--- src/rtl/sd_read_arbiter.sv ---
`timescale 1ns/1ps
// sd_read_arbiter: round-robin owner of the sd_card read port for two requesters.
// Issues one rd_req per grant, steers the 512 streamed bytes into the owner's half
// of a 1 KB SRAM, then pulses done (with err if the watchdog fired).
module sd_read_arbiter #(
    parameter int unsigned BLK_BYTES = 512,
    parameter int unsigned TIMEOUT   = 1 << 20
) (
    input  logic        clk,
    input  logic        rst,
    input  logic        init_finished,
    input  logic        req0,
    input  logic        req1,
    input  logic [31:0] addr0,
    input  logic [31:0] addr1,
    output logic        gnt0,
    output logic        gnt1,
    output logic        done0,
    output logic        done1,
    output logic        err,
    output logic        sd_rd_req,
    output logic [31:0] sd_block_addr,
    input  logic        sd_valid,
    input  logic [7:0]  sd_dout,
    output logic        sram_we,
    output logic [9:0]  sram_addr,
    output logic [7:0]  sram_din,
    output logic        busy
);

    localparam int unsigned CNT_W  = 10;
    localparam int unsigned WDOG_W = (TIMEOUT > 1) ? $clog2(TIMEOUT) : 1;
    localparam logic [CNT_W-1:0]  LAST_BYTE = CNT_W'(BLK_BYTES - 1);
    localparam logic [WDOG_W-1:0] WDOG_MAX  = WDOG_W'(TIMEOUT - 1);

    typedef enum logic [2:0] {
        S_INIT  = 3'd0,
        S_IDLE  = 3'd1,
        S_ISSUE = 3'd2,
        S_XFER  = 3'd3,
        S_DONE  = 3'd4
    } state_t;

    state_t             state_q, state_d;
    logic               owner_q, owner_d;
    logic               last_owner_q, last_owner_d;
    logic [31:0]        addr_d;
    logic [CNT_W-1:0]   cnt_q, cnt_d;
    logic [WDOG_W-1:0]  wdog_q, wdog_d;
    logic               err_d;
    logic               grant_id;
    logic               own_d;

    // Round-robin pick: a lone requester wins, a tie goes to whoever did not go last.
    assign grant_id = (req0 && req1) ? ~last_owner_q : req1;

    // Next-state and next-register values.
    always_comb begin
        state_d      = state_q;
        owner_d      = owner_q;
        last_owner_d = last_owner_q;
        addr_d       = sd_block_addr;
        cnt_d        = cnt_q;
        wdog_d       = wdog_q;
        err_d        = 1'b0;
        unique case (state_q)
            S_INIT: begin
                if (init_finished) state_d = S_IDLE;
            end
            S_IDLE: begin
                if (!init_finished) begin
                    state_d = S_INIT;
                end else if (req0 || req1) begin
                    owner_d = grant_id;
                    addr_d  = grant_id ? addr1 : addr0;
                    cnt_d   = '0;
                    wdog_d  = '0;
                    state_d = S_ISSUE;
                end
            end
            S_ISSUE: begin
                state_d = S_XFER;
            end
            S_XFER: begin
                if (sd_valid) begin
                    cnt_d  = cnt_q + CNT_W'(1);
                    wdog_d = '0;
                    if (cnt_q == LAST_BYTE) state_d = S_DONE;
                end else if (wdog_q == WDOG_MAX) begin
                    err_d   = 1'b1;
                    state_d = S_DONE;
                end else begin
                    wdog_d = wdog_q + WDOG_W'(1);
                end
            end
            S_DONE: begin
                last_owner_d = owner_q;
                state_d      = S_IDLE;
            end
            default: begin
                state_d = S_INIT;
            end
        endcase
    end

    // Port is owned from ISSUE through DONE inclusive.
    assign own_d = (state_d == S_ISSUE) || (state_d == S_XFER) || (state_d == S_DONE);

    // State, context and registered outputs; outputs are decoded from next state.
    always_ff @(posedge clk or posedge rst) begin
        if (rst) begin
            state_q       <= S_INIT;
            owner_q       <= 1'b0;
            last_owner_q  <= 1'b1;
            sd_block_addr <= '0;
            cnt_q         <= '0;
            wdog_q        <= '0;
            gnt0          <= 1'b0;
            gnt1          <= 1'b0;
            done0         <= 1'b0;
            done1         <= 1'b0;
            err           <= 1'b0;
            sd_rd_req     <= 1'b0;
            busy          <= 1'b0;
        end else begin
            state_q       <= state_d;
            owner_q       <= owner_d;
            last_owner_q  <= last_owner_d;
            sd_block_addr <= addr_d;
            cnt_q         <= cnt_d;
            wdog_q        <= wdog_d;
            gnt0          <= own_d && !owner_d;
            gnt1          <= own_d && owner_d;
            done0         <= (state_d == S_DONE) && !owner_d;
            done1         <= (state_d == S_DONE) && owner_d;
            err           <= err_d;
            sd_rd_req     <= (state_d == S_ISSUE);
            busy          <= (state_d != S_IDLE);
        end
    end

    // SRAM write port: bytes pass straight through while streaming.
    assign sram_we   = sd_valid && (state_q == S_XFER);
    assign sram_addr = {owner_q, cnt_q[8:0]};
    assign sram_din  = sd_dout;

endmodule

--- config.mk ---
export PLATFORM = sky130hd
export DESIGN_NAME = sd_read_arbiter
export DESIGN_NICKNAME = d
export VERILOG_FILES = /design/src/rtl/sd_read_arbiter.sv
export SDC_FILE = /design/constraint.sdc
export NUM_CORES = 1
export LEC_CHECK = 0
export BUFFER_PORTS_ARGS = -buffer_cell sky130_fd_sc_hd__buf_2
export CAP_MARGIN = 0
export CORE_ASPECT_RATIO = 0.7
export CORE_UTILIZATION = 40
export CTS_CLUSTER_DIAMETER = 40
export DETAILED_ROUTE_END_ITERATION = 8
export PLACE_DENSITY = 0.69
export SLEW_MARGIN = 0
export SYNTH_ARGS = -nofsm -noshare
export SYNTH_HDL_FRONTEND = slang
export SYNTH_SLANG_ARGS = --single-unit
--- constraint.sdc ---
create_clock -name clk -period 2 [get_ports clk]
set_input_delay 0.2 -clock clk [delete_from_list [all_inputs] [get_ports clk]]
set_output_delay 0.2 -clock clk [all_outputs]
set_load 0.01 [all_outputs]
Word level (Yosys, flattened, before mapping)
Cells that the tools add are included.
{ "op_classes": {"bitwise": 1, "n_reduce_logical": 15, "eq_ne": 14, "addsub": 2, "mux": 24} }
{ "op_table": {"columns": ["op", "n"], "rows": [
  ["20-bit two-way mux", 4],
  ["20-bit case mux with 2 select lines", 1],
  ["32-bit two-way mux", 1],
  ["10-bit two-way mux", 3],
  ["20-bit by 1-bit adder with 20-bit output (second input constant)", 1],
  ["20-bit == test (second input constant)", 1],
  ["10-bit case mux with 2 select lines", 1],
  ["3-bit two-way mux", 6],
  ["3-bit case mux with 5 select lines", 1],
  ["3-bit by 2-bit == test with 1-bit output (second input constant)", 4],
  ["10-bit by 1-bit adder with 10-bit output (second input constant)", 1],
  ["10-bit by 9-bit == test with 1-bit output (second input constant)", 1],
  ["4-bit AND reduction", 2],
  ["1-bit two-way mux", 7],
  ["3-bit == test (second input constant)", 2],
  ["1-bit logical AND", 6],
  ["2-bit inequality test (second input constant)", 3],
  ["3-bit by 1-bit == test with 1-bit output (second input constant)", 1],
  ["3-bit logical NOT", 1],
  ["1-bit logical OR", 3],
  ["3-bit by 1-bit inequality test with 1-bit output (second input constant)", 1],
  ["3-bit inequality test (second input constant)", 1],
  ["3-bit AND reduction", 1],
  ["2-bit nonzero test", 1],
  ["other kinds (2)", 2]
]} }
{ "totals": {"wordCells": 69, "register_bits": 74, "out_inout_bits": 58, "input_bits": 78} }

Depth between registers and ports, before layout
{ "logic_depth": {"ltp_word": 8, "ltp_mapped": 7} }

Worst setup path before layout
No wires, ideal clock.
{ "synth_timing": {"kind": "flip-flop to flip-flop", "from": "register wdog_q[0]", "to": "register wdog_q[14]", "t_arrival_ns": 1.874, "setup_slack_ns": 0.048, "stages_incl_launch_ff": 7, "synth_period_minus_slack_ns": 1.952, "path_cell_list": "dfrtp_1 > ha_1 > nand4_1 > or2_0 > a2111o_1 > or3_1 > a21oi_1"} }
{ "synth_between": {"elab_chain_cells": 4} }
{ "synth_rtl": {"columns": ["element", "line", "text"], "rows": [
  ["from (decl)", "49", "logic [WDOG_W-1:0] wdog_q, wdog_d;"],
  ["from (signal assigned)", "131", "wdog_q <= wdog_d;"],
  ["20-bit by 1-bit adder with 20-bit output", "93", "wdog_d = wdog_q + WDOG_W'(1);"],
  ["20-bit two-way mux", "89", "end else if (wdog_q == WDOG_MAX) begin"],
  ["20-bit two-way mux", "85", "if (sd_valid) begin"],
  ["20-bit case mux with 2 select lines", "66", "unique case (state_q)"]
]} }
Several ways; a longest one is shown, not always the timed one. The select of a mux whose other input is x is not followed.
A chain may end at the register's enable or synchronous reset.

Worst setup path in the final report
{ "layout_timing": {"from": "register wdog_q[1]", "to": "register wdog_q[18]"} }
The elaborated chain is that of the path after synthesis.

==> summary.txt <==
Outcome
  – Run status: finished, violations left
  – Failing checks: negative setup slack

Drt
  – Via density: approximately 5
  – Routed wire length: ~8.4 mm
  – DRT Pass-1 Iters: 4
  – Starting DRT DRC Count: approximately 140
  – WL met3: roughly 420 um
  – Met1 WL: 3.96 mm
  – Routed len/inst: approximately 13 um
  – DRC viols: 0
  – Uppermost layer routed: met4
  – ANT nets after route: 0
  – Met2 routed WL: slightly below 4 mm
  – Via count: between 3,000 and 4,000

Critical path
  – Crit path max fanout: 8
  – Worst setup SP type: flop
  – R2R depth: 6
  – CP Capture Type: flop
  – CP Cell Sequence: ha_2 > nand4_1 > or2_1 > a2111o_1 > or3_4 > a21oi_2
  – Critical path type: flop to flop
  – R2R setup slack: -0.008 ns
  – Slowest stage delay, CP: ~0.48 ns
  – Reg-to-Reg Start: wdog_q[1]
  – Reg2reg end: wdog_q[18]
  – WP data arrival: 2.27 ns
  – Crit path max-delay cell type: a2111o_1
  – Worst EP required: ~2.3 ns

Layout
  – Commonest non-fill, non-tap cell in the layout: buf_2
  – Reg area: between 0.0015 and 0.002 mm^2
  – FILL cells: a little under 800
  – P&R area growth vs syn: 30.5%
  – Most frequent cells in the layout: buf_2, dfrtp_1, nand2_1
  – Fraction of layout cells with a size suffix above 1: 35.0%
  – Nets: 580
  – Area of the multi-input gates: ~0.0017 mm^2
  – Antenna Cells: 0

Global route
  – Largest net degree at the start of global routing: between 60 and 70
  – Number of global-route vias before repair: 2,789
  – Antenna violations before repair: 0
  – Global-route wire length before repair: between 10 and 15 mm
  – Global Route Usage Sum: approximately 17%
  – Total gr overflow: 0

Yosys
  – Post-Syn Area: roughly 0.0037 mm^2
  – Synth Instances: about 380
  – Most used flip-flop cell after synthesis: dfrtp_1
  – Register area share after synthesis: 49.9%
  – Flops & latches, synth: 74
  – Synth cell types: 50
  – Post-synth ARST share: 100%
  – Post-synth EDFFs: 0
  – Syn Area/Cell: roughly 9.7 um^2
  – Area leader, netlist: dfrtp_1
  – Synth top area cells: dfrtp_1, mux2i_1, o21ai_0
  – Post-synth top area share: between 40% and 50%
  – Yosys warnings: 0
  – Syn Nets: between 400 and 500

Placed design
  – Worst slack, placed: -0.0631 ns
  – Gpl congestion: between 0.8 and 0.9
  – Final HPWL DP: 6.11 mm
  – Port bufs: roughly 120

Clock network
  – Clock Latency Late Sink: 0.33 ns
  – Root Driver: clkbuf_16
  – Clk slew on worst S/H paths: approximately 0.06 ns
  – Htree depth: 3
  – # clock sinks: 74
  – CTS tree: done
  – CTS Buffer Depth: 2
  – Total clock buffers created by CTS: 9

Power and ir drop
  – Leak pwr: 2.38 nW
  – Power Density: between 1000 and 1500 mW/mm^2
  – Max IR drop VDD: ~0.5 mV
  – Pwr Total: 5.38 mW

Hold path
  – Hold Path Sink: sd_block_addr[17]
  – Class of the worst hold path: input pin to flop
  – Worst Hold Launch: addr0[17]
  – Hold depth: 3

Timing
  – Final Skew: ~0.0065 ns
  – Worst-margin pin slew: around 0.64 ns
  – Setup Viol. Count Final: 1
  – RSZ-0062 raised after global routing: yes
  – Rel. slew slack: a little under three fifths
  – Final Max Tran Viols: 0
  – Clock period minus worst slack: 2.01 ns
  – Crit share post-route: 100%
  – WHS: around 0.15 ns
  – Final hold vios: 0
  – Peak clock frequency supported by timing: ~500 MHz
  – Final worst slack: -0.00809 ns

Floorplanning
  – Die Footprint: roughly 0.0097 mm^2
  – Initial Utilization: approximately 43%
  – I/O pin count: ~140
  – FP Rows: 28
  – Core area: a little under 0.009 mm^2
  – Die Y: slightly above 80 um
  – Die span in x: around 120 um

Job
  – Max cap viols: 0
==> worst max-delay path by stage <==
stage          slack (ns)    endpoint       start
6_report           -0.008  wdog_q[18]   wdog_q[1]
5_1_grt             -0.11  wdog_q[11]   wdog_q[0]
4_1_cts             0.008  wdog_q[17]  state_q[1]
3_5_place_dp        -0.06  wdog_q[18]   wdog_q[1]
3_3_place_gp        0.005  wdog_q[14]   wdog_q[1]
2_1_floorplan        0.05  wdog_q[14]   wdog_q[0]
==> what timing repair did <==
| action | in CTS | in global routing |
|---|---|---|
| gates resized for setup | 1 | 10 |
| pin swaps | 4 | 9 |
| hold buffers | 1 | 0 |
| cloned | 0 | 1 |
| hold endpoints to repair | 25 | 0 |
| endpoints found under the setup margin | 6 | 22 |
| setup buffers | 0 | 5 |
==> metal layers <==
metal	up-vias	track usage [%]
met5	-	0
met4	0	5.82
met3	8	4.67
met2	93	27.0
met1	1457	22.8
li1	1573	-
==> worst max-delay path, delay by kind of cell (launching register included) <==
| family | cells | cell delay [ns] |
|---|---|---|
| compound gates | 2 | 0.63 |
| fa+ha+maj | 1 | 0.18 |
| flops | 1 | 0.37 |
| simple gates | 3 | 0.76 |
==> Yosys cell counts (2+ instances only) <==
cell type  count
a2111o_1       2
a211oi_1       2
a21oi_1       16
and4_1         3
buf_1          2
buf_2          3
buf_4         18
clkbuf_1      13
dfrtp_1       73
ha_1           2
inv_1         10
mux2_2         2
mux2i_1       32
nand2_1       51
nand2b_1       3
nand3_1        9
nand3b_1       2
nand4_1        7
nor2_1        23
nor2b_1        3
nor3_1         2
nor4_1         6
nor4b_1        2
o211ai_1       3
o21ai_0       46
o31ai_1        2
or2_2          2
or3_1         11
or4_1          3
xnor2_1       10
==> report_power, final <==
part	switching, mW	internal (mW)
Combinational	0.821	0.662
Clock	0.603	1.10
Sequential	0.268	1.93
Total	1.69	3.68
==> metrics by stage <==
step / TNS, ns / cells / instance area [um^2] / util [%]
4_1_cts: 0 / 619 / 4750 / 54.5
3_3_place_gp: 0 / 602 / 4420 / 50.7
2_1_floorplan: 0 / 383 / 3710 / -
5_1_grt: -0.830 / 625 / 4840 / 55.5
3_5_place_dp: -0.166 / 602 / 4420 / 50.7
6_report: -0.00809 / 625 / 4840 / 55.5
==> kinds of logic (layout without fill, tap and decap cells) <==
| kind of cell | Yosys count | count (layout) | synth area share, % |
|---|---|---|---|
| mux | 34 | 34 | 9.24 |
| flops | 74 | 74 | 49.9 |
| compound gates | 82 | 83 | 13.0 |
| xor+xnor | 11 | 11 | 2.60 |
| fa+ha+maj | 2 | 2 | 0.674 |
| buf+inv | 48 | 169 | 6.98 |
| simple gates | 132 | 132 | 17.6 |
==> cell type report <==
cell class                      instances  area share (%)
Sequential cell                        74            38.3
Multi-Input combinational cell        262            34.4
Timing Repair Buffer                  142            16.7
Clock buffer                           10            4.73
Tap cell                              120            3.10
Clock inverter                          6            1.86
Inverter                               11           0.930
==> state kept, by name, summed over array words and instances, names as in the netlist <==
signal	count
busy	1
cnt_q	10
done0	1
done1	1
err	1
gnt0	1
gnt1	1
last_owner_q	1
owner_q	1
sd_block_addr	32
sd_rd_req	1
state_q	3
wdog_q	20
(Power assumes the default switching activity.)
